--- config.mk ---
export PLATFORM = sky130hd
export DESIGN_NAME = lsu_dmem_port
export DESIGN_NICKNAME = d
export VERILOG_FILES = /design/src/rtl/lsu_dmem_port.sv
export SDC_FILE = /design/constraint.sdc
export NUM_CORES = 1
export LEC_CHECK = 0
export CAP_MARGIN = 10
export CORE_ASPECT_RATIO = 0.5
export CORE_MARGIN = 1
export CORE_UTILIZATION = 60
export DETAILED_ROUTE_END_ITERATION = 16
export DONT_BUFFER_PORTS = 1
export PLACE_DENSITY = 0.76
export SLEW_MARGIN = 20
export SYNTH_ARGS = -nofsm -noshare
export SYNTH_HDL_FRONTEND = slang
export SYNTH_SLANG_ARGS = --single-unit
--- constraint.sdc ---
create_clock -name clk_i -period 3.3 [get_ports clk_i]
set_input_delay 0.495 -clock clk_i [delete_from_list [all_inputs] [get_ports clk_i]]
set_output_delay 0.495 -clock clk_i [all_outputs]
set_load 0.03 [all_outputs]
--- src/rtl/lsu_dmem_port.sv ---
// Load/store memory-access stage: drives a req/gnt/rvalid data-memory port, builds byte
// enables and replicated store data, and extends load data for writeback.
module lsu_dmem_port #(
    parameter int unsigned TIMEOUT_CYCLES = 255,
    parameter int unsigned CNT_W          = 8
) (
    input  logic        clk_i,
    input  logic        rst_i,
    input  logic        req_valid_i,
    input  logic        req_is_store_i,
    input  logic [1:0]  req_size_i,
    input  logic        req_unsigned_i,
    input  logic [31:0] req_addr_i,
    input  logic [31:0] req_wdata_i,
    input  logic [4:0]  req_rd_i,
    output logic        stall_o,
    output logic        misalign_o,
    output logic        fault_o,
    output logic        wb_valid_o,
    output logic [4:0]  wb_rd_o,
    output logic [31:0] wb_data_o,
    output logic        dmem_req_o,
    output logic        dmem_we_o,
    output logic [31:0] dmem_addr_o,
    output logic [3:0]  dmem_be_o,
    output logic [31:0] dmem_wdata_o,
    input  logic        dmem_gnt_i,
    input  logic        dmem_rvalid_i,
    input  logic [31:0] dmem_rdata_i,
    input  logic        dmem_err_i
);

    typedef enum logic [1:0] {StIdle, StReq, StResp} state_e;

    state_e           state_q, state_d;
    logic [CNT_W-1:0] cnt_q, cnt_d;
    logic             is_store_q, is_store_d;
    logic [1:0]       size_q, size_d;
    logic             uns_q, uns_d;
    logic [1:0]       off_q, off_d;
    logic             misalign_q, misalign_d;
    logic             fault_q, fault_d;
    logic             wb_valid_q, wb_valid_d;
    logic [4:0]       wb_rd_q, wb_rd_d;
    logic [31:0]      wb_data_q, wb_data_d;
    logic             dmem_req_q, dmem_req_d;
    logic             dmem_we_q, dmem_we_d;
    logic [31:0]      dmem_addr_q, dmem_addr_d;
    logic [3:0]       dmem_be_q, dmem_be_d;
    logic [31:0]      dmem_wdata_q, dmem_wdata_d;

    logic        misaligned;
    logic        expire;
    logic [3:0]  be_new;
    logic [31:0] wdata_new;
    logic [31:0] lane;
    logic [31:0] load_ext;

    assign expire = (cnt_q == CNT_W'(TIMEOUT_CYCLES - 1));

    always_comb begin
        misaligned = 1'b1;
        be_new     = 4'b1111;
        wdata_new  = req_wdata_i;
        unique case (req_size_i)
            2'b00: begin
                misaligned = 1'b0;
                be_new     = 4'b0001 << req_addr_i[1:0];
                wdata_new  = {4{req_wdata_i[7:0]}};
            end
            2'b01: begin
                misaligned = req_addr_i[0];
                be_new     = 4'b0011 << {req_addr_i[1], 1'b0};
                wdata_new  = {2{req_wdata_i[15:0]}};
            end
            2'b10: misaligned = |req_addr_i[1:0];
            default: misaligned = 1'b1;
        endcase
    end

    // Extraction uses the offset/size latched at accept; the live request may have moved on.
    always_comb begin
        lane = dmem_rdata_i >> {off_q, 3'b000};
        unique case (size_q)
            2'b00:   load_ext = {{24{~uns_q & lane[7]}}, lane[7:0]};
            2'b01:   load_ext = {{16{~uns_q & lane[15]}}, lane[15:0]};
            default: load_ext = lane;
        endcase
    end

    always_comb begin
        state_d      = state_q;
        cnt_d        = cnt_q;
        is_store_d   = is_store_q;
        size_d       = size_q;
        uns_d        = uns_q;
        off_d        = off_q;
        misalign_d   = 1'b0;
        fault_d      = 1'b0;
        wb_valid_d   = 1'b0;
        wb_rd_d      = wb_rd_q;
        wb_data_d    = wb_data_q;
        dmem_req_d   = dmem_req_q;
        dmem_we_d    = dmem_we_q;
        dmem_addr_d  = dmem_addr_q;
        dmem_be_d    = dmem_be_q;
        dmem_wdata_d = dmem_wdata_q;
        stall_o      = 1'b0;
        unique case (state_q)
            StIdle: begin
                if (req_valid_i && misaligned) begin
                    misalign_d = 1'b1;
                end else if (req_valid_i) begin
                    stall_o      = 1'b1;
                    state_d      = StReq;
                    cnt_d        = '0;
                    is_store_d   = req_is_store_i;
                    size_d       = req_size_i;
                    uns_d        = req_unsigned_i;
                    off_d        = req_addr_i[1:0];
                    wb_rd_d      = req_rd_i;
                    dmem_req_d   = 1'b1;
                    dmem_we_d    = req_is_store_i;
                    dmem_addr_d  = {req_addr_i[31:2], 2'b00};
                    dmem_be_d    = be_new;
                    dmem_wdata_d = wdata_new;
                end
            end
            StReq: begin
                stall_o = 1'b1;
                cnt_d   = cnt_q + 1'b1;
                // rvalid is meaningless here, so expiry is unconditional and beats a late gnt.
                if (expire) begin
                    dmem_req_d = 1'b0;
                    fault_d    = 1'b1;
                    state_d    = StIdle;
                end else if (dmem_gnt_i) begin
                    dmem_req_d = 1'b0;
                    state_d    = StResp;
                end
            end
            StResp: begin
                if (dmem_rvalid_i) begin
                    state_d = StIdle;
                    if (dmem_err_i) begin
                        fault_d = 1'b1;
                    end else if (!is_store_q) begin
                        wb_valid_d = 1'b1;
                        wb_data_d  = load_ext;
                    end
                end else if (expire) begin
                    fault_d = 1'b1;
                    state_d = StIdle;
                end else begin
                    stall_o = 1'b1;
                    cnt_d   = cnt_q + 1'b1;
                end
            end
            default: state_d = StIdle;
        endcase
    end

    always_ff @(posedge clk_i) begin
        if (rst_i) begin
            state_q      <= StIdle;
            cnt_q        <= '0;
            is_store_q   <= 1'b0;
            size_q       <= 2'b00;
            uns_q        <= 1'b0;
            off_q        <= 2'b00;
            misalign_q   <= 1'b0;
            fault_q      <= 1'b0;
            wb_valid_q   <= 1'b0;
            wb_rd_q      <= '0;
            wb_data_q    <= '0;
            dmem_req_q   <= 1'b0;
            dmem_we_q    <= 1'b0;
            dmem_addr_q  <= '0;
            dmem_be_q    <= '0;
            dmem_wdata_q <= '0;
        end else begin
            state_q      <= state_d;
            cnt_q        <= cnt_d;
            is_store_q   <= is_store_d;
            size_q       <= size_d;
            uns_q        <= uns_d;
            off_q        <= off_d;
            misalign_q   <= misalign_d;
            fault_q      <= fault_d;
            wb_valid_q   <= wb_valid_d;
            wb_rd_q      <= wb_rd_d;
            wb_data_q    <= wb_data_d;
            dmem_req_q   <= dmem_req_d;
            dmem_we_q    <= dmem_we_d;
            dmem_addr_q  <= dmem_addr_d;
            dmem_be_q    <= dmem_be_d;
            dmem_wdata_q <= dmem_wdata_d;
        end
    end

    assign misalign_o   = misalign_q;
    assign fault_o      = fault_q;
    assign wb_valid_o   = wb_valid_q;
    assign wb_rd_o      = wb_rd_q;
    assign wb_data_o    = wb_data_q;
    assign dmem_req_o   = dmem_req_q;
    assign dmem_we_o    = dmem_we_q;
    assign dmem_addr_o  = dmem_addr_q;
    assign dmem_be_o    = dmem_be_q;
    assign dmem_wdata_o = dmem_wdata_q;

endmodule

==> flow_metrics.tcl, run 1 <==
set metrics [dict create \
    vdd_drop_max_mv 0.433 \
    cts_setup_buffers 0 \
    ant_nets 0 \
    hpwl_um 9900 \
    synth_seq_cells 123 \
    antenna_found_initial 0 \
    powerDensity_nw_per_um2 734 \
    cts_buffer_depth 2 \
    clkPwrFrac 0.420 \
    dieHeight_um 70.8 \
    seq_area_frac_synth 0.434 \
    cp_max_fo 7 \
    io_pins 222 \
    fin_crit_sh 0.752 \
    critPathCaptureType "output port" \
    drive_above_1_share 0.106 \
    diodes 0 \
    skew_ns 0.00995 \
    die_w_um 139 \
    avgViaCountPerCell 6.14 \
    status "finished, final reports clean" \
    hold_path_end "state_q[1]" \
    syn_avg_cell_area_sq_um 8.23 \
    synth.distinct_cells 61 \
    maxCapViolations 0 \
    syn2layout_area_growth_pct 9.71 \
    crit_family "simple AND/OR/NAND/NOR gates" \
    finalSetupViolations 0 \
    synth_area_leaders "dfxtp_1, nand2_1, a21oi_1" \
    drt_iter0_markers 225 \
    cts_max_level 4 \
    min_path_cells 1 \
    cts_tree "done" \
    hold_violations 0 \
    crit_path_start "cnt_q[0]" \
    comb_power_share 0.148 \
    critPathRequiredTime_ns 2.80 \
    drcViolationCount 0 \
    postSynthCellCount 689 \
    cp.arrival_ns 1.99 \
    grt_pass1_vias 4559 \
    yosysWarnings 0 \
    start_kind "flop" \
    cts.root.buffer_cell "clkbuf_16" \
    register_area_sq_um 2460 \
    netlist_top_cells_count "nand2_1, dfxtp_1, a21oi_1" \
    io_buffers 0 \
    layout.nets 775 \
    stdcell_area_sq_um 6220 \
    leakagePower_nw 2.22 \
    num_vias 4836 \
    fill_cells 756 \
    dieArea_sq_um 9870 \
    fin_util 0.695 \
    clock-sinks 123 \
    grt_pass1_wl_um 23100 \
    min_from "rst_i" \
    p_int_mw 3.11 \
    grt_usage 0.296 \
    yosysTopAreaCell "dfxtp_1" \
    final.min_clock_period_ns 2.48 \
    worst-r2r-setup-slack_ns 1.09 \
    crit_type "reg -> out" \
    switching_power_mw 1.46 \
    routedWlPerCell_um 18.5 \
    r2r-end "dmem_wdata_o[10]" \
    insertion_delay_ns 0.40 \
    synth_flop_cell "dfxtp_1" \
    placed_cell_area_sq_um 5600 \
    reg2reg_from "state_q[0]" \
    rows 24 \
    relSlewSlack 0.392 \
    syn_area_sq_um 5670 \
    finalMaxSlewViolations 0 \
    yosysMostFrequentCell "nand2_1" \
    initial_core_util 0.634 \
    worst_slew_pin_slew_ns 0.912 \
    slowest_stage "dfxtp_1" \
    core_area_sq_um 8950 \
    rsz0062_at_grt "false" \
    path_cells "inv_1 -> ha_1 -> and3_1 -> nand2_1 -> a211oi_1 -> nor2_1" \
    fin_setup_tns_ns 0 \
    max_stage_delay_ns 0.45 \
    sw_frac_of_total 0.319 \
    gp_congestion 0.830 \
    routed_wl_um 14500 \
    reg2reg_depth 7 \
    clk_pin_slew_ns 0.06 \
    cp.buffers_inverters 1 \
    overflow 0 \
    yosysTopAreaCellShare 0.434 \
    grt_max_degree 99 \
    cts_made_buffers 17 \
    async_flop_share 0 \
    multi_input_area_sq_um 2930 \
    hold_path.class "in -> reg" \
    dr.pass1.iters 5 \
    cts_hold_buf 0 \
    ctsResizeCount 0 \
    synth-edff-count 0 \
    fmax_mhz 403 \
    seqPwrFrac 0.432 \
]
[sequential cells by signal, summed over array words and instances, names as in the netlist]
name,cells
dmem_wdata_o,32
wb_data_o,32
dmem_addr_o,30
cnt_q,8
wb_rd_o,5
dmem_be_o,4
off_q,2
size_q,2
state_q,2
dmem_req_o,1
dmem_we_o,1
fault_o,1
misalign_o,1
uns_q,1
wb_valid_o,1
[worst max path at each step]
stage                            end  slack [ns]  cells past startpoint
floorplan                    stall_o        1.04                      6
finish                       stall_o        0.82                      6
detailed placement  dmem_wdata_o[10]        0.90                      5
global route                 stall_o        0.67                      6
global placement    dmem_wdata_o[12]         1.0                      5
CTS                          stall_o        0.82                      6
[power groups by stage]
stage          Combinational, mW  Clock, mW  Sequential (mW)
2_1_floorplan              0.611          0             1.96
3_3_place_gp               0.655          0             2.00
3_5_place_dp               0.671          0             2.00
4_1_cts                    0.672       1.94             1.97
5_1_grt                    0.761       2.02             1.99
6_report                   0.677       1.92             1.97
[cells in the final DEF, fill, tap and decap left out, types with 2 or more instances in the layout]
cell        count
nand2_1       156
dfxtp_1       123
a21oi_1       102
o21ai_0        42
nor2_1         35
mux2i_1        30
clkbuf_16      17
a211oi_1       12
a21oi_2        10
inv_1           9
nor3_1          8
a311oi_1        8
nand3_1         8
o2bb2ai_1       8
mux2_2          8
o211ai_1        8
nor2b_1         7
ha_1            7
clkinv_4        4
buf_4           4
nand4_1         3
a32o_1          3
or2_2           3
a2111oi_0       3
bufinv_16       3
clkinvlp_4      3
and3_1          2
nand2b_1        2
o31ai_1         2
nor4_1          2
mux4_2          2
o32ai_1         2
conb_1          2
clkbuf_8        2
clkinv_2        2
[worst register-to-register path: cells and delay by family, from the launching register on]
kind | cells | cell delay (ns)
simple gates | 2 | 0.26
buf+inv | 2 | 0.79
flops | 1 | 0.33
compound gates | 2 | 0.52
fa+ha+maj | 1 | 0.21
[layout make-up]
class / instances / share of cell area
multi-input combinational: 502 / 0.471
sequential: 123 / 0.396
clock buffer: 19 / 0.0728
clock inverter: 13 / 0.0267
tap: 117 / 0.0235
inverter: 9 / 0.00543
timing repair buffer: 4 / 0.00483
[per-stage QoR]
step                std cells  power (mW)  worst slack (ns)  hold WS, ns
finish                    787        4.57             0.817        0.165
global route              787        4.77             0.667        0.146
CTS                       787        4.58             0.820        0.143
detailed placement        755        2.68             0.901        0.471
global placement          755        2.66             0.999        0.460
floorplan                 690        2.57              1.04        0.450
[cells by family after synthesis]
kind of cell | after synthesis | synth area share
other cells | 1 | 0.000661
fa+ha+maj | 7 | 0.0154
buf+inv | 65 | 0.0523
flops | 123 | 0.434
compound gates | 215 | 0.238
mux | 42 | 0.0814
simple gates | 236 | 0.178
[per-layer routing]
metal | up-vias | part of all wire | track usage
li1 | 2365 | - | -
met1 | 2267 | 0.40 | 0.348
met2 | 187 | 0.48 | 0.493
met3 | 17 | 0.10 | 0.123
met4 | 0 | 0.011 | 0.100
met5 | - | 0 | 0
Power figures use the tool's default switching activity.
==> inputs of run 2 (changes only) <==
- CORE_UTILIZATION: 60 -> 57
- PLACE_DENSITY: 0.76 -> 0.75
- clock period: 3.3 -> 2.05 ns (I/O delays scaled with it)
==> run 2 against run 1 <==
Effect of this change: the run now ends with setup timing left; clock-buffer cell count shrank 1; combinational power increased by 91%; die area grew 5.2%; critical endpoint unchanged; largest power group unchanged.
==> flow_metrics.tcl, run 2 (synthesized netlist as in run 1, its figures left out) <==
set metrics [dict create \
    slowest_stage "dfxtp_4" \
    syn2layout_area_growth_pct 13.4 \
    setup_ws_ns -0.00833 \
    cp_max_fo 7 \
    mostFrequentLayoutCell "nand2_1" \
    finalSetupViolations 1 \
    powerDensity_nw_per_um2 1130 \
    fill_cells 772 \
    critPathCaptureType "output port" \
    leakagePower_nw 2.30 \
    grt_usage 0.278 \
    cts.root.buffer_cell "clkbuf_16" \
    avgViaCountPerCell 5.94 \
    final.min_clock_period_ns 2.06 \
    num_vias 4880 \
    cp.depth 7 \
    dr.pass1.iters 4 \
    status "finished with violations" \
    placed_cell_area_sq_um 5750 \
    clk_pin_slew_ns 0.06 \
    pre_cts_ws_ns 0.109 \
    stdcell_area_sq_um 6430 \
    skew_ns 0.0150 \
    rows 25 \
    vdd_drop_max_mv 0.702 \
    max_stage_delay_ns 0.36 \
    dieHeight_um 72.5 \
    cts_buffer_depth 2 \
    grt_max_degree 90 \
    initial_core_util 0.594 \
    io_buffers 0 \
    routedWlPerCell_um 18.0 \
    diodes 0 \
    fin_crit_sh 1.00 \
    final_cell_mix "nand2_1, dfxtp_1, a21oi_1" \
    hold_violations 0 \
    crit_type "reg -> out" \
    finalMaxSlewViolations 0 \
    core_area_sq_um 9540 \
    relSlewSlack 0.621 \
    grt_pass1_vias 4470 \
    insertion_delay_ns 0.41 \
    maxCapViolations 0 \
    drt_iter0_markers 271 \
    path_cells "inv_1 -> ha_1 -> and3_4 -> nand2_2 -> a211oi_2 -> nor2_1 -> buf_4" \
    overflow 0 \
    min_path_cells 1 \
    critPathRequiredTime_ns 1.74 \
    gp_congestion 0.854 \
    io_pins 222 \
    drcViolationCount 0 \
    cp.buffers_inverters 2 \
    start_kind "flop" \
    fmax_mhz 486 \
    cp.arrival_ns 1.75 \
    layout.nets 791 \
    dieArea_sq_um 10400 \
    worst_slew_pin_slew_ns 0.566 \
    grt_pass1_wl_um 22300 \
    cts_tree "done" \
    cts_max_level 4 \
    violations "setup timing" \
    drive_above_1_share 0.146 \
    hpwl_um 9950 \
    reg2reg_depth 8 \
    cts_made_buffers 17 \
    routed_wl_um 14800 \
    crit_family "flip-flops" \
    ant_nets 0 \
    clock-sinks 123 \
    die_w_um 143 \
    antenna_found_initial 0 \
    hold_path.class "in -> reg" \
]
-- run 2: cell type report --
type / count / area [sq um] / area share
well taps: 135 / 169 / 0.0263
flip-flops and latches: 123 / 2470 / 0.384
clock inverters: 14 / 121 / 0.0189
multi-input cells: 502 / 2990 / 0.464
clock buffers: 18 / 439 / 0.0683
repair buffers: 20 / 210 / 0.0327
inverters: 9 / 36.3 / 0.00564
-- run 2: what timing repair did --
action                                  CTS  global route
cloned                                    0             0
buffers inserted                          2             1
gates resized for setup                   6            13
endpoints found under the setup margin    1             6
endpoints found under the hold margin    90             0
hold buffers                              2             0
pin swaps                                 0             3
-- run 2: per-layer routing --
layer	GRT usage	vias to the layer above	share of wire
li1	-	2397	-
met5	0	-	0
met1	0.318	2256	0.39
met2	0.464	207	0.48
met4	0.112	0	0.016
met3	0.117	20	0.11
-- run 2: final timing paths --
| kind | start | to | slack (ns) |
|---|---|---|---|
| max | cnt_q[0] | stall_o | -0.008 |
| min | rst_i | cnt_q[7] | 0.01 |
| max reg2reg | state_q[1] | dmem_wdata_o[24] | 0.10 |
| min reg2reg | cnt_q[0] | cnt_q[0] | 0.50 |
-- run 2: report_power, final --
group | internal [mW] | leakage, nW | switching, mW | total [mW]
sequential | 2.62 | 1.00 | 0.547 | 3.17
clock | 1.69 | 0.261 | 1.10 | 2.80
combinational | 0.529 | 1.04 | 0.760 | 1.29
-- run 2: worst reg2reg max path, delay by kind of cell, from the launching register on --
family / cells / cell delay [ns]
AND/OR/NAND/NOR: 2 / 0.15
adder cells (fa/ha/maj): 1 / 0.16
flip-flops: 1 / 0.33
buffers and inverters: 3 / 0.87
AO/OA/AOI/OAI: 2 / 0.38
-- run 2: stage by stage --
stage	instances	utilization	hold slack [ns]	setup TNS, ns	total power, mW
detailed placement	784	0.602	0.383	0	4.36
global placement	784	0.602	0.382	0	4.32
finish	821	0.674	0.0104	-0.00833	7.25
floorplan	690	-	0.443	0	4.14
global route	821	0.674	0.00421	-0.0682	7.58
CTS	820	0.668	0.000320	0	7.25
